==> src/rtl/alu_instr_encoder_if.sv <==
// ---------------------------------------------------------------------------
// alu_instr_encoder_if
// Purpose : groups the request stream (ALU op + operands in) and the
//           instruction stream (encoded RV32I word out) of the ALU
//           instruction encoder.
// Signals :
//   req_valid / req_ready        request handshake
//   req_aluctl[2:0]              ALUControl op code
//   req_itype                    1 = I-type (immediate form), 0 = R-type
//   req_rd/req_rs1/req_rs2[4:0]  register operands
//   req_imm[11:0]                immediate operand
//   instr_valid / instr_ready    instruction handshake
//   instr[31:0]                  encoded instruction word (FIFO head)
// Modports:
//   master : request producer / instruction consumer (core side, bench)
//   slave  : the encoder itself
// ---------------------------------------------------------------------------
interface alu_instr_encoder_if;
    logic        req_valid;
    logic        req_ready;
    logic [2:0]  req_aluctl;
    logic        req_itype;
    logic [4:0]  req_rd;
    logic [4:0]  req_rs1;
    logic [4:0]  req_rs2;
    logic [11:0] req_imm;
    logic        instr_valid;
    logic        instr_ready;
    logic [31:0] instr;

    modport master (
        output req_valid, req_aluctl, req_itype, req_rd, req_rs1, req_rs2, req_imm,
        input  req_ready,
        input  instr_valid, instr,
        output instr_ready
    );

    modport slave (
        input  req_valid, req_aluctl, req_itype, req_rd, req_rs1, req_rs2, req_imm,
        output req_ready,
        output instr_valid, instr,
        input  instr_ready
    );
endinterface

==> src/rtl/alu_instr_encoder.sv <==
// ---------------------------------------------------------------------------
// alu_instr_encoder
// Purpose : converse of the ALU control decoder. Encodes an ALUControl op
//           plus register/immediate operands into a 32-bit RV32I R-type or
//           I-type instruction word, buffers the words in a DEPTH-entry FIFO
//           and drains them over a valid/ready stream.
// Ports   :
//   clk      in   clock, all state on rising edge
//   reset    in   asynchronous active-high reset, clears all state
//   bus      slave modport of alu_instr_encoder_if (request + instr streams)
//   level    out  FIFO occupancy, 0..DEPTH
//   err      out  sticky flag: an illegal request was dropped
//   err_cnt  out  saturating count of dropped requests
//   err_clr  in   synchronous clear of err/err_cnt (wins over a same-cycle drop)
// Parameters:
//   DEPTH  FIFO entries, power of two, >= 2
//   ERRW   width of the illegal-request counter
// Configuration macro:
//   ALUENC_SHIFT_EN  when defined, aluctl 110/111 encode sll/srl (slli/srli
//                    in I-type form, shamt = imm[4:0], imm[11:5] forced 0).
//                    When undefined, 110/111 are illegal and dropped.
// ---------------------------------------------------------------------------
module alu_instr_encoder #(
    parameter int DEPTH = 4,
    parameter int ERRW  = 8
) (
    input  logic                     clk,
    input  logic                     reset,
    alu_instr_encoder_if.slave       bus,
    output logic [$clog2(DEPTH):0]   level,
    output logic                     err,
    output logic [ERRW-1:0]          err_cnt,
    input  logic                     err_clr
);

    localparam int AW = $clog2(DEPTH);
    localparam logic [AW-1:0] PTR_ONE  = AW'(1);
    localparam logic [AW:0]   CNT_ONE  = (AW+1)'(1);
    localparam logic [AW:0]   CNT_FULL = (AW+1)'(DEPTH);
    localparam logic [AW:0]   CNT_ZERO = (AW+1)'(0);
    localparam logic [ERRW-1:0] ERR_ONE = ERRW'(1);

    localparam logic [6:0] OP_RTYPE = 7'b0110011;
    localparam logic [6:0] OP_ITYPE = 7'b0010011;

    // Returns {legal, word}. legal=0 marks a request that must be dropped.
    function automatic logic [32:0] encode(
        input logic [2:0]  aluctl,
        input logic        itype,
        input logic [4:0]  rd,
        input logic [4:0]  rs1,
        input logic [4:0]  rs2,
        input logic [11:0] imm
    );
        logic        legal;
        logic [2:0]  funct3;
        logic [6:0]  funct7;
        logic [6:0]  opcode;
        logic [11:0] imm_eff;
        logic [31:0] word;
        legal   = 1'b1;
        funct3  = 3'b000;
        funct7  = 7'b0000000;
        imm_eff = imm;
        opcode  = itype ? OP_ITYPE : OP_RTYPE;
        case (aluctl)
            3'b000: funct3 = 3'b000;
            3'b001: begin
                funct3 = 3'b000;
                funct7 = 7'b0100000;
                // RV32I has no subi
                if (itype) begin
                    legal = 1'b0;
                end else begin
                    legal = 1'b1;
                end
            end
            3'b010: funct3 = 3'b111;
            3'b011: funct3 = 3'b110;
            3'b100: funct3 = 3'b100;
            3'b101: funct3 = 3'b010;
`ifdef ALUENC_SHIFT_EN
            3'b110: begin
                funct3  = 3'b001;
                imm_eff = {7'b0000000, imm[4:0]};
            end
            3'b111: begin
                funct3  = 3'b101;
                imm_eff = {7'b0000000, imm[4:0]};
            end
`endif
            default: begin
                funct3 = 3'b000;
                legal  = 1'b0;
            end
        endcase
        if (itype) begin
            word = {imm_eff, rs1, funct3, rd, opcode};
        end else begin
            word = {funct7, rs2, rs1, funct3, rd, opcode};
        end
        return {legal, word};
    endfunction

    logic [31:0]   mem_r [DEPTH];
    logic [AW-1:0] wr_ptr_r;
    logic [AW-1:0] rd_ptr_r;
    logic [AW:0]   count_r;
    logic          err_r;
    logic [ERRW-1:0] err_cnt_r;

    logic        full_s;
    logic        empty_s;
    logic        accept_s;
    logic        legal_s;
    logic [31:0] word_s;
    logic        push_s;
    logic        pop_s;
    logic        drop_s;

    // Handshake decode and encoding of the presented request.
    always_comb begin
        full_s   = (count_r == CNT_FULL);
        empty_s  = (count_r == CNT_ZERO);
        {legal_s, word_s} = encode(bus.req_aluctl, bus.req_itype, bus.req_rd,
                                   bus.req_rs1, bus.req_rs2, bus.req_imm);
        // Acceptance depends only on fullness: no pass-through on a same-cycle pop.
        accept_s = bus.req_valid & ~full_s;
        push_s   = accept_s & legal_s;
        drop_s   = accept_s & ~legal_s;
        pop_s    = ~empty_s & bus.instr_ready;
    end

    // FIFO storage, pointers and occupancy.
    always_ff @(posedge clk or posedge reset) begin
        if (reset) begin
            for (int i = 0; i < DEPTH; i++) begin
                mem_r[i] <= 32'h0000_0000;
            end
            wr_ptr_r <= '0;
            rd_ptr_r <= '0;
            count_r  <= CNT_ZERO;
        end else begin
            if (push_s) begin
                mem_r[wr_ptr_r] <= word_s;
                wr_ptr_r        <= wr_ptr_r + PTR_ONE;
            end
            if (pop_s) begin
                rd_ptr_r <= rd_ptr_r + PTR_ONE;
            end
            case ({push_s, pop_s})
                2'b10:   count_r <= count_r + CNT_ONE;
                2'b01:   count_r <= count_r - CNT_ONE;
                default: count_r <= count_r;
            endcase
        end
    end

    // Sticky error flag and saturating drop counter; clear beats a same-cycle drop.
    always_ff @(posedge clk or posedge reset) begin
        if (reset) begin
            err_r     <= 1'b0;
            err_cnt_r <= '0;
        end else if (err_clr) begin
            err_r     <= 1'b0;
            err_cnt_r <= '0;
        end else if (drop_s) begin
            err_r <= 1'b1;
            if (err_cnt_r != {ERRW{1'b1}}) begin
                err_cnt_r <= err_cnt_r + ERR_ONE;
            end
        end
    end

    // Head is read straight out of storage, so it holds until popped.
    assign bus.instr       = mem_r[rd_ptr_r];
    assign bus.instr_valid = ~empty_s;
    assign bus.req_ready   = ~full_s;
    assign level           = count_r;
    assign err             = err_r;
    assign err_cnt         = err_cnt_r;

endmodule

==> src/flat_wrapper.sv <==
// flat-port wrapper written by rule: the top's interface ports become plain ports
module alu_instr_encoder_flat 
#(
    parameter int DEPTH = 4,
    parameter int ERRW  = 8
)
  (clk, reset, level, err, err_cnt, err_clr, bus_req_valid, bus_req_aluctl, bus_req_itype, bus_req_rd, bus_req_rs1, bus_req_rs2, bus_req_imm, bus_req_ready, bus_instr_valid, bus_instr, bus_instr_ready);
  alu_instr_encoder_if bus_i ();
  input  logic clk;
  input  logic reset;
  output logic [$clog2(DEPTH):0] level;
  output logic err;
  output logic [ERRW-1:0] err_cnt;
  input  logic err_clr;
  input wire logic [$bits(bus_i.req_valid)-1:0] bus_req_valid;
  input wire logic [$bits(bus_i.req_aluctl)-1:0] bus_req_aluctl;
  input wire logic [$bits(bus_i.req_itype)-1:0] bus_req_itype;
  input wire logic [$bits(bus_i.req_rd)-1:0] bus_req_rd;
  input wire logic [$bits(bus_i.req_rs1)-1:0] bus_req_rs1;
  input wire logic [$bits(bus_i.req_rs2)-1:0] bus_req_rs2;
  input wire logic [$bits(bus_i.req_imm)-1:0] bus_req_imm;
  output wire logic [$bits(bus_i.req_ready)-1:0] bus_req_ready;
  output wire logic [$bits(bus_i.instr_valid)-1:0] bus_instr_valid;
  output wire logic [$bits(bus_i.instr)-1:0] bus_instr;
  input wire logic [$bits(bus_i.instr_ready)-1:0] bus_instr_ready;
  assign bus_i.req_valid = bus_req_valid;
  assign bus_i.req_aluctl = bus_req_aluctl;
  assign bus_i.req_itype = bus_req_itype;
  assign bus_i.req_rd = bus_req_rd;
  assign bus_i.req_rs1 = bus_req_rs1;
  assign bus_i.req_rs2 = bus_req_rs2;
  assign bus_i.req_imm = bus_req_imm;
  assign bus_req_ready = bus_i.req_ready;
  assign bus_instr_valid = bus_i.instr_valid;
  assign bus_instr = bus_i.instr;
  assign bus_i.instr_ready = bus_instr_ready;
  alu_instr_encoder #(.DEPTH(DEPTH), .ERRW(ERRW)) u_core (.clk(clk), .reset(reset), .bus(bus_i), .level(level), .err(err), .err_cnt(err_cnt), .err_clr(err_clr));
endmodule
==> config.mk <==
export PLATFORM = sky130hd
export DESIGN_NAME = alu_instr_encoder_flat
export DESIGN_NICKNAME = d
export VERILOG_FILES = /design/src/rtl/alu_instr_encoder_if.sv /design/src/rtl/alu_instr_encoder.sv /design/src/flat_wrapper.sv
export SDC_FILE = /design/constraint.sdc
export NUM_CORES = 1
export LEC_CHECK = 0
export ABC_AREA = 0
export ABC_CLOCK_PERIOD_IN_PS = 4800
export CORE_ASPECT_RATIO = 1.75
export CORE_MARGIN = 2
export CORE_UTILIZATION = 45
export CTS_BUF_LIST = sky130_fd_sc_hd__clkbuf_8
export DETAILED_ROUTE_END_ITERATION = 16
export PLACE_DENSITY = 0.68
export SYNTH_ARGS = -nofsm -noshare
export SYNTH_HDL_FRONTEND = slang
export SYNTH_SLANG_ARGS = --single-unit
==> constraint.sdc <==
create_clock -name clk -period 4.8 [get_ports clk]
set_input_delay 0.48 -clock clk [delete_from_list [all_inputs] [get_ports clk]]
set_output_delay 0.48 -clock clk [all_outputs]
set_load 0.03 [all_outputs]
==> results.sh <==
export IMPL_cts_resized=0
export IMPL_detailedPlacementHpwl_microns=8130
export IMPL_outcome="complete, no violations"
export IMPL_grt_usage_pct=19.81
export IMPL_dieArea_sq_um=13440
export IMPL_cts_post_setup_buffers_inserted=0
export IMPL_timing_hold_worst_path_depth=1
export IMPL_ff2ff_path_depth=4
export IMPL_power_share_combinational_pct=43.8
export IMPL_die_height_microns=151.9
export IMPL_critical_path_required_ns=4.32
export IMPL_synth_top_cell_area_share_pct=55.17
export IMPL_fill_cells=1071
export IMPL_synth_lib_cells_used_distinct=42
export IMPL_yosys_register_bits=124
export IMPL_timing_final_hold_violations=0
export IMPL_crit_path_start_kind="flop"
export IMPL_period_minus_slack_ns=3.257
export IMPL_critPathMaxFanout=29
export IMPL_intPower_mw=2.941
export IMPL_design_portCount=82
export IMPL_fin_crit_sh_pct=67.84
export IMPL_cts_sinks=124
export IMPL_fin_nets=572
export IMPL_min_path_type="flop to flop"
export IMPL_diodes=0
export IMPL_maximum_clock_path_buffer_count=2
export IMPL_total_switching_power_mw=1.726
export IMPL_sequentialPowerShare_pct=38.7
export IMPL_insertion_delay_ns=0.44
export IMPL_area_growth_pct=23.03
export IMPL_detail_route_wirelength_microns=11910
export IMPL_final_setup_skew_ns=0.009369
export IMPL_wl_per_cell_microns=16.85
export IMPL_max_slew_margin_rel_pct=29.68
export IMPL_synth_area_per_cell_sq_um=12.39
export IMPL_clk_pin_slew_ns=0.06
export IMPL_p_sw_share_pct=36.98
export IMPL_cts_tree="done"
export IMPL_route_detailed_vias_per_inst=5.306
export IMPL_end_kind="output pin"
export IMPL_crit_type="flop to output pin"
export IMPL_place_worst_setup_slack_ns=1.304
export IMPL_dr_total_vias=3751
export IMPL_setup_viol_count_final=0
export IMPL_drive_gt1_share_pct=20.41
export IMPL_ys_top_cells_by_area="sky130_fd_sc_hd__dfrtp_1, sky130_fd_sc_hd__mux4_2, sky130_fd_sc_hd__mux2_2"
export IMPL_cts_htree_levels=4
export IMPL_post_route_drc_count=0
export IMPL_initial_utilization_pct=45.49
export IMPL_netlist_instances=454
export IMPL_die_x_extent_microns=88.51
export IMPL_place_gp_congestion=0.7454
export IMPL_top_achievable_clock_speed_mhz=307.1
export IMPL_timing_max_cap_violations=0
export IMPL_highest_signal_layer="met4"
export IMPL_power_per_cell_area_nw_per_um2=674.6
export IMPL_grt_antenna_before_repair=0
export IMPL_count_of_buffers_inserted_at_the_top_level_ports=78
export IMPL_met3_routed_length_microns=436
export IMPL_timing_final_ws_setup_ns=1.543
export IMPL_synth_seq_area_share_pct=55.17
export IMPL_multi_input_area_sq_um=2361
export IMPL_drt_pass1_iter_count=4
export IMPL_largest_net_degree_at_the_start_of_global_routing=63
export IMPL_clockPowerShare_pct=17.5
export IMPL_vias_in_the_first_global_route=4140
export IMPL_largest_area_contributor_in_the_netlist="sky130_fd_sc_hd__dfrtp_1"
export IMPL_root_driver="sky130_fd_sc_hd__clkbuf_8"
export IMPL_syn_area_sq_um=5624
export IMPL_global_route_wire_length_before_repair_microns=20230
export IMPL_dr_first_iter_drc_count=146
export IMPL_cts_hold_buf=0
export IMPL_floorplan_core_area_sq_um=12360
export IMPL_synth_yosys_warnings=0
export IMPL_floorplan_rows=54
export IMPL_actual_slew_at_the_worst_max_slew_pin_ns=1.054
export IMPL_layout_cells_most_common_list="sky130_fd_sc_hd__dfrtp_1, sky130_fd_sc_hd__clkdlybuf4s50_1, sky130_fd_sc_hd__nand2_1, sky130_fd_sc_hd__o21ai_0, sky130_fd_sc_hd__mux2_2"
export IMPL_layout_cells_most_common="sky130_fd_sc_hd__dfrtp_1"
export IMPL_crit_arrival_ns=2.78
export IMPL_max_vdd_ir_drop_v=0.0002558
export IMPL_ff_latch_area_sq_um=3104
export IMPL_grt_setup_unrepaired="no"
export IMPL_detailroute_wirelength_met2_microns=6667
export IMPL_antenna_left=0
export IMPL_final_max_slew_violation_count=0
export IMPL_cellLeakagePower_nw=2.974
export IMPL_global_route_overflow_total=0
export IMPL_cts_buffers_inserted=17
export IMPL_wirelength_met1_microns=4564
export IMPL_fin_tns_setup_ns=0
export IMPL_design_power_total_mw=4.668
-- cell usage after synthesis, drive strengths merged --
master / count
a2111o: 1
a211oi: 1
a21oi: 3
a31o: 1
a32oi: 1
and2: 1
buf: 14
clkbuf: 19
clkinv: 1
conb: 1
dfrtp: 124
fa: 1
ha: 8
inv: 13
mux2: 41
mux2i: 7
mux4: 27
nand2: 77
nand2b: 4
nand3: 3
nand4: 1
nor2: 4
nor2b: 2
nor3: 4
nor4: 2
nor4b: 1
o2111ai: 5
o211a: 2
o21a: 1
o21ai: 67
o311ai: 1
o31a: 2
o31ai: 1
o41ai: 1
or3: 2
or3b: 1
or4: 3
xnor2: 3
xor2: 3
-- cell type report --
class,instances,share of cell area (%)
Sequential cell,124,44.86
Multi-Input combinational cell,285,34.12
Timing Repair Buffer,85,12.04
Clock buffer,20,3.978
Tap cell,168,3.038
Clock inverter,11,1.157
Inverter,14,0.7957
-- cell families after synthesis --
logic type	synth area share, %
other	0.06668
and+or+nand+nor	8.076
DFF	55.17
AOI/OAI and AO/OA	9.566
xor gates and xnor gates	0.9345
buffers and inverters	3.782
muxes	20.27
adders and majority gates	2.136
-- power groups by stage --
stage	Sequential (mW)	Clock [mW]	Combinational [mW]
finish	1.80	0.817	2.05
global route	1.87	0.891	2.21
CTS	1.81	0.841	2.07
detailed placement	1.83	0	2.07
global placement	1.80	0	2.03
floorplan	1.69	0	1.46
-- path summary, 6_finish.rpt --
| kind | from | to | slack, ns |
|---|---|---|---|
| worst max-delay path | u_core.rd_ptr_r[0] | bus_instr[4] | 1.54 |
| worst min-delay path | u_core.mem_r[68] | u_core.mem_r[68] | 0.47 |
| worst max register to register | u_core.level[2] | u_core.err_cnt[5] | 2.32 |
| worst min register to register | u_core.mem_r[68] | u_core.mem_r[68] | 0.47 |
| max in group asynchronous | reset | u_core.mem_r[16] | 3.26 |
| min in group asynchronous | reset | u_core.err_cnt[2] | 0.53 |
-- per-stage QoR --
stage	cells	utilization, %	cell area (sq um)	hold slack (ns)
4_1_cts	707	55.96	6919	0.4740
5_1_grt	707	55.96	6919	0.5043
2_1_floorplan	456	-	5632	0.4287
6_report	707	55.96	6919	0.4742
3_3_place_gp	676	53.09	6564	0.4446
3_5_place_dp	676	53.09	6564	0.4555
-- flip-flops by register name, summed over array words and instances (netlist names) --
register         flops
u_core.rd_ptr_r      2
u_core.wr_ptr_r      2
u_core.err           1
u_core.err_cnt       8
u_core.mem_r       108
u_core.level         3
-- worst max-delay path, stage by stage, from the launching register on --
cell and delay [ns]:
sky130_fd_sc_hd__dfrtp_2 1.03, sky130_fd_sc_hd__mux4_2 0.67, sky130_fd_sc_hd__clkdlybuf4s50_1 0.63
-- per-layer routing --
metal  global-route usage, %  up-vias
met3                   4.943       23
met4                   7.648        0
met2                   34.80       84
met5                       0        -
met1                   22.53     1894
li1                        -     1750
(Power assumes the default switching activity.)
